==> src/rtl/ser_deshift.sv <==
// ser_deshift: serial-in/parallel-out frame receiver.
// Collects N strobed bits starting at a start-of-frame marker, MSB-first or
// LSB-first per frame. Completed words land in a one-deep holding register
// presented on a valid/ready interface, with sticky overrun and a one-cycle
// pulse when a frame is aborted by an early start-of-frame.
module ser_deshift #(
    parameter int N = 8
) (
    input  logic         clk,
    input  logic         rst,
    input  logic         sin,
    input  logic         sin_vld,
    input  logic         sin_sof,
    input  logic         dir,
    output logic [N-1:0] q,
    output logic         q_vld,
    input  logic         q_rdy,
    output logic         busy,
    output logic         ovr,
    input  logic         ovr_clr,
    output logic         sof_err
);

    localparam int CW = $clog2(N + 1);

    typedef enum logic {
        IDLE  = 1'b0,
        SHIFT = 1'b1
    } state_t;

    state_t         state_q;
    logic [N-1:0]   sh_q;
    logic [N-1:0]   sh_d;
    logic [N-1:0]   sh_base;
    logic [CW-1:0]  cnt_q;
    logic           dir_q;
    logic           dir_use;
    logic [N-1:0]   word_q;
    logic           q_vld_q;
    logic           ovr_q;
    logic           sof_err_q;
    logic           word_done;
    logic           q_free;

    // Shifted value for the bit on the line; a SOF bit (or the first bit out
    // of IDLE) is shifted into a cleared register using the freshly sampled dir.
    always_comb begin
        sh_base   = (state_q == IDLE || sin_sof) ? '0 : sh_q;
        dir_use   = sin_sof ? dir : dir_q;
        sh_d      = dir_use ? {sin, sh_base[N-1:1]} : {sh_base[N-2:0], sin};
        word_done = (state_q == SHIFT) && sin_vld && !sin_sof
                    && (cnt_q == CW'(N - 1));
        q_free    = !q_vld_q || q_rdy;
    end

    // Frame FSM, holding register, handshake and error flags.
    always_ff @(posedge clk) begin
        if (!rst) begin
            state_q   <= IDLE;
            sh_q      <= '0;
            cnt_q     <= '0;
            dir_q     <= 1'b0;
            word_q    <= '0;
            q_vld_q   <= 1'b0;
            ovr_q     <= 1'b0;
            sof_err_q <= 1'b0;
        end else begin
            sof_err_q <= 1'b0;

            if (sin_vld) begin
                case (state_q)
                    IDLE: begin
                        // Bits without SOF while idle are dropped.
                        if (sin_sof) begin
                            sh_q    <= sh_d;
                            dir_q   <= dir;
                            cnt_q   <= CW'(1);
                            state_q <= SHIFT;
                        end
                    end
                    SHIFT: begin
                        if (sin_sof) begin
                            // Early SOF: abandon the partial word, restart here.
                            sh_q      <= sh_d;
                            dir_q     <= dir;
                            cnt_q     <= CW'(1);
                            sof_err_q <= 1'b1;
                        end else if (word_done) begin
                            sh_q    <= sh_d;
                            cnt_q   <= '0;
                            state_q <= IDLE;
                        end else begin
                            sh_q  <= sh_d;
                            cnt_q <= cnt_q + CW'(1);
                        end
                    end
                endcase
            end

            // A finished word loads q only if the slot is empty or being
            // drained this cycle; otherwise it is dropped and q is kept.
            if (word_done) begin
                if (q_free) begin
                    word_q  <= sh_d;
                    q_vld_q <= 1'b1;
                end
            end else if (q_vld_q && q_rdy) begin
                q_vld_q <= 1'b0;
            end

            // Overrun is sticky; a new overrun beats a simultaneous clear.
            if (word_done && !q_free) begin
                ovr_q <= 1'b1;
            end else if (ovr_clr) begin
                ovr_q <= 1'b0;
            end
        end
    end

    assign q       = word_q;
    assign q_vld   = q_vld_q;
    assign busy    = (state_q == SHIFT);
    assign ovr     = ovr_q;
    assign sof_err = sof_err_q;

endmodule

==> config.mk <==
export PLATFORM = sky130hd
export DESIGN_NAME = ser_deshift
export DESIGN_NICKNAME = d
export VERILOG_FILES = /design/src/rtl/ser_deshift.sv
export SDC_FILE = /design/constraint.sdc
export NUM_CORES = 1
export LEC_CHECK = 0
export BUFFER_PORTS_ARGS = -buffer_cell sky130_fd_sc_hd__buf_4
export CAP_MARGIN = 20
export CORE_MARGIN = 5
export CORE_UTILIZATION = 53
export DETAILED_ROUTE_END_ITERATION = 6
export PLACE_DENSITY_LB_ADDON = 0.2
export SLEW_MARGIN = 20
export SYNTH_ARGS = -nofsm -noshare
export SYNTH_HDL_FRONTEND = slang
export SYNTH_SLANG_ARGS = --single-unit
==> constraint.sdc <==
create_clock -name clk -period 1.77 [get_ports clk]
set_input_delay 0.354 -clock clk [delete_from_list [all_inputs] [get_ports clk]]
set_output_delay 0.354 -clock clk [all_outputs]
set_load 0.005 [all_outputs]
==> flow_summary.ini, run 1 <==
[floorplanning]
start_util_pct = 56.9
die_h_um = 56.6
num_io_pins = 20
fp.coreArea_um2 = 2020
die-area_um2 = 3200
die_w_um = 56.6
rows = 16

[global_route]
grt_pass1_wl_mm = 3.95
grt_max_degree = 19
grtUsageTotal_pct = 15.5
grt_pass1_vias = 880
antenna_found_initial = 0
grt_overflow_total = 0

[logic_synthesis]
ys_types = 33
synth_edf_count = 0
synth_adder_area_share_pct = 1.09
synth_ff_type = dfxtp_1
synth-simple-area-share_pct = 24.0
synth_mux_area_share_pct = 11.3
synth_warnings = 0
synth_xor_xnor_area_share_pct = 0.761
synth_area_um2 = 1150
synth_top_family_by_area = simple AND/OR/NAND/NOR gates
synthCells = 129
synth_compound_area_share_pct = 13.8
synth.avg_cell_area_um2 = 8.92
ys_ff_latch = 25
ys_seq_area_share_pct = 43.5
syn_nets = 138
synth-async-reset-ratio_pct = 0

[setup_path]
path_class = register to register
required_ns = 1.99
cp_slowest_cell = dfxtp_1
worst_setup_path_start_kind = register
end_kind = register
cp_max_fo = 10
slowest_delay_ns = 0.40
cp_cell_sequence = ha_1, nand4b_4, nor3_4, buf_4, mux2i_1, nor2b_1
critPathArrivalTime_ns = 1.78

[drt]
routed_wl_mm = 2.23
drc_errors = 0
vias = 930
first_pass_iters = 4
wl_per_cell_um = 12.8
ant_nets = 0
drt_iter0_markers = 26
viasPerCell = 5.34

[sta]
fin_ws_ns = 0.214
timing.fmax_mhz = 643
fin_setup_tns_ns = 0
setup_viol = 0
hold_violations = 0
worstMarginPinSlew_ns = 0.477
slew_headroom_pct = 68.1
clock_skew_ns = 0.00595
period_needed_ns = 1.56
finalCritPeriodShare_pct = 87.9
rsz0062_at_grt = no
drv_slew = 0

[power]
p_switching_mw = 0.209
peakVddDrop_mv = 0.544
cellPowerDensity_nw_per_um2 = 684
pwr-share-comb_pct = 8.0
leakagePower_nw = 0.486
power_frac_seq_pct = 64.7
p_sw_share_pct = 23.2
p_int_mw = 0.693
clkPwrFrac_pct = 27.3

[min_path]
hp-class = input port to register

[clocking]
path_clk_slew_ns = 0.13
insertion_delay_ns = 0.31
h-tree-depth = 1
numCtsBuffers = 3
post_cts_resize_count = 0
ctsHoldBuffers = 0
cts-root-buf = clkbuf_4
cts.sinks = 25
post_cts_buffers = 0
cts_tree = done
clockBufferDepth = 2

[finish]
final_nets = 157
syn2layout_area_growth_pct = 14.7
diodes = 0
final_layout_size_suffix_gt1_share_pct = 18.4

[placement]
gp_congestion = 0.797
dp_slack_ns = 0.229
hpwl_mm = 1.63
port_buffers = 19

[run_status]
outcome = finished, final reports clean

[run]
cap_violations = 0
==> synthesized netlist by cell type (2+ instances only) <==
cell type	n	share of area, %
dfxtp_1	25	43
nand2_1	21	6.8
mux2i_1	13	11
nor2_1	13	4.2
a21oi_1	8	3.5
nor2b_1	6	3.3
a21boi_0	4	2.6
o21ai_0	4	1.7
a31oi_1	3	1.6
inv_1	3	0.98
nand3_1	3	1.3
buf_2	2	0.87
buf_6	2	2.0
o21a_1	2	1.3
o21ai_1	2	0.87
==> flip-flops by register name, summed over array words and instances, names as in the netlist <==
register	flops
q	8
sh_q	8
cnt_q	4
busy	1
dir_q	1
ovr	1
q_vld	1
sof_err	1
==> critical path: cells and delay by family, from the launching register on <==
| family | cells | cell delay [ns] |
|---|---|---|
| flip-flops | 1 | 0.40 |
| AND/OR/NAND/NOR | 3 | 0.39 |
| adder cells (fa/ha/maj) | 1 | 0.26 |
| buffers and inverters | 1 | 0.21 |
| multiplexers | 1 | 0.21 |
==> path summary, 6_finish.rpt <==
check	from	endpoint	slack [ns]	depth (start not counted)
hold reg to reg	sh_q[4]	sh_q[4]	0.49	2
setup reg to reg	cnt_q[0]	q[3]	0.21	6
hold / removal	sin_sof	sof_err	0.32	3
setup / recovery	cnt_q[0]	q[3]	0.21	6
==> layer usage <==
metal,GRT usage [%],vias up,routed length (um),part of all wire (%)
met3,5.05,5,150,6.7
met5,0,-,0,0
li1,-,475,-,-
met1,21.3,427,1100,49
met4,6.10,0,36,1.6
met2,22.1,23,941,42
==> cell type report <==
type / instances / area, um^2
clock buffers: 4 / 26.3
fillers: 182 / 702
inverters: 4 / 15.0
multi-input cells: 93 / 587
flip-flops and latches: 25 / 500
well taps: 27 / 33.8
repair buffers: 21 / 158
==> placed cells by master (no fill, tap or decap), types with 2 or more instances in the layout <==
cell type	instances
a21boi_0	4
a21oi_1	8
a31oi_1	3
buf_4	21
clkbuf_4	3
dfxtp_1	25
inv_1	3
mux2i_1	13
nand2_1	21
nand3_1	3
nor2_1	13
nor2b_1	6
o21a_1	2
o21ai_0	4
o21ai_1	2
==> per-stage QoR <==
stage | power (mW) | cell area [um^2] | std cells | utilization, % | hold WS [ns]
6_report | 0.903 | 1320 | 174 | 65.3 | 0.318
5_1_grt | 0.954 | 1320 | 174 | 65.3 | 0.322
4_1_cts | 0.918 | 1320 | 174 | 65.3 | 0.307
3_5_place_dp | 0.669 | 1290 | 170 | 64.0 | 0.466
3_3_place_gp | 0.668 | 1290 | 170 | 64.0 | 0.464
2_1_floorplan | 0.648 | 1150 | 129 | - | 0.448
==> power by group through the flow <==
stage                     logic [mW]  clock network, mW  registers [mW]
after floorplan               0.0600                  0           0.588
after global placement        0.0721                  0           0.596
after detailed placement      0.0729                  0           0.596
after CTS                     0.0732              0.261           0.584
after global routing          0.0811              0.287           0.586
final                         0.0727              0.246           0.584
==> cell families after synthesis <==
logic type,after synthesis
adder cells (fa/ha/maj),1
flip-flops,25
AND/OR/NAND/NOR,52
multiplexers,13
AO/OA/AOI/OAI,26
XOR/XNOR,1
buffers and inverters,11
Power figures use the tool's default switching activity.
==> run 2: changes to the inputs <==
==> constraint.sdc (replaced) <==
create_clock -name clk -period 1.7 [get_ports clk]
set_input_delay 0.34 -clock clk [delete_from_list [all_inputs] [get_ports clk]]
set_output_delay 0.34 -clock clk [all_outputs]
set_load 0.005 [all_outputs]
==> run 2 against run 1 <==
Fmax grew 2.0%. Design area rose by 0.66%. Critical path depth stayed put. Clock-buffer cell count fell by 1. Wire length is 0.99% lower. Clock skew down 0.0028 ns. Combinational power is 9.6% higher. Power up 5.5%. Largest cell class unchanged. Largest power group unchanged.
==> flow_summary.ini, run 2 (same netlist as run 1, synthesis figures left out) <==
[finish]
final_nets = 158
final_cell_mix = 25 x dfxtp_1, 22 x buf_4, 21 x nand2_1
diodes = 0
utilization_pct = 65.7
fin_area_um2 = 1330
multi_input_area_um2 = 587
ff_latch_area_um2 = 500
final_common_cell = dfxtp_1
final_layout_size_suffix_gt1_share_pct = 19.6
fillCellCount = 180
syn2layout_area_growth_pct = 15.4

[clocking]
cts.sinks = 25
post_cts_resize_count = 0
numCtsBuffers = 3
insertion_delay_ns = 0.32
cts_tree = done
h-tree-depth = 1
path_clk_slew_ns = 0.13
cts-root-buf = clkbuf_4
post_cts_buffers = 0
clockBufferDepth = 2
ctsHoldBuffers = 0

[sta]
fin_setup_tns_ns = 0
drv_slew = 0
finalCritPeriodShare_pct = 89.7
clock_skew_ns = 0.00316
hold_violations = 0
slew_headroom_pct = 68.6
worstMarginPinSlew_ns = 0.470
setup_viol = 0
rsz0062_at_grt = no
timing.fmax_mhz = 656
period_needed_ns = 1.53

[setup_path]
r2r_start = cnt_q[0]
path_class = register to register
crit_buf_inv = 1
cp_slowest_cell = dfxtp_1
critPathArrivalTime_ns = 1.76
slowest_delay_ns = 0.40
worst_setup_path_start_kind = register
crit_start = cnt_q[0]
crit_family = flip-flops
end_kind = register
cp_cell_sequence = ha_1, nand4b_4, nor3_4, buf_4, mux2i_1, nor2b_1
cp_max_fo = 10
required_ns = 1.93

[placement]
placed_area_um2 = 1300
hpwl_mm = 1.67
port_buffers = 19
gp_congestion = 0.733

[drt]
first_pass_iters = 2
drc_errors = 0
routed_wl_mm = 2.21
ant_nets = 0
vias = 940
drt_iter0_markers = 5
wl_per_cell_um = 12.6
viasPerCell = 5.37

[power]
p_int_mw = 0.721
peakVddDrop_mv = 0.502
pwr-share-comb_pct = 8.4
power_frac_seq_pct = 63.6
p_sw_share_pct = 24.3
leakagePower_nw = 0.494
total_power_mw = 0.953
p_switching_mw = 0.232
cellPowerDensity_nw_per_um2 = 717
clkPwrFrac_pct = 28.0

[floorplanning]
num_io_pins = 20
die_h_um = 56.6
start_util_pct = 56.9
die_w_um = 56.6
die-area_um2 = 3200
fp.coreArea_um2 = 2020
rows = 16

[run]
cap_violations = 0

[min_path]
hp-class = input port to register
hp-start = sin_sof

[global_route]
grt_max_degree = 19
grt_overflow_total = 0
antenna_found_initial = 0
grt_pass1_vias = 971
grtUsageTotal_pct = 15.1
grt_pass1_wl_mm = 3.90

[run_status]
outcome = finished, final reports clean
-- run 2: worst reg2reg max path, stage by stage, from the launching register on --
cell and delay [ns]:
dfxtp_1 0.40, ha_1 0.25, nand4b_4 0.14, nor3_4 0.18, buf_4 0.21, mux2i_1 0.20, nor2b_1 0.06
-- run 2: cell type report --
cell class	instances	share of cell area [%]
Clock inverter	1	0.377
Multi-Input combinational cell	93	44.2
Inverter	4	1.13
Tap cell	27	2.54
Sequential cell	25	37.7
Timing Repair Buffer	22	12.4
Clock buffer	3	1.69
-- run 2: per-layer routing --
metal | up-vias | wire, um | GRT usage, % | part of all wire (%)
met4 | 0 | 42 | 7.12 | 1.9
met2 | 21 | 970 | 24.8 | 44
met1 | 431 | 1090 | 19.1 | 50
li1 | 483 | - | - | -
met5 | - | 0 | 0 | 0
met3 | 5 | 100 | 2.52 | 4.5
-- run 2: worst paths after layout --
path                                end  slack, ns  depth (start not counted)
worst min-delay path            sof_err       0.29                          3
worst max register to register     q[4]       0.17                          6
worst max-delay path               q[4]       0.17                          6
worst min register to register  sh_q[4]       0.50                          2
-- run 2: power groups by stage --
stage / Clock (mW) / Combinational [mW] / Sequential, mW
2_1_floorplan: 0 / 0.0624 / 0.612
3_3_place_gp: 0 / 0.0785 / 0.618
3_5_place_dp: 0 / 0.0797 / 0.619
4_1_cts: 0.276 / 0.0801 / 0.606
5_1_grt: 0.299 / 0.0893 / 0.608
6_report: 0.267 / 0.0797 / 0.606
-- run 2: through the flow --
stage               setup slack (ns)  cells  hold slack, ns
finish                         0.175    175           0.294
global route                  0.0671    175           0.294
CTS                            0.172    175           0.287
detailed placement             0.170    171           0.478
global placement               0.235    171           0.465
floorplan                      0.218    129           0.448
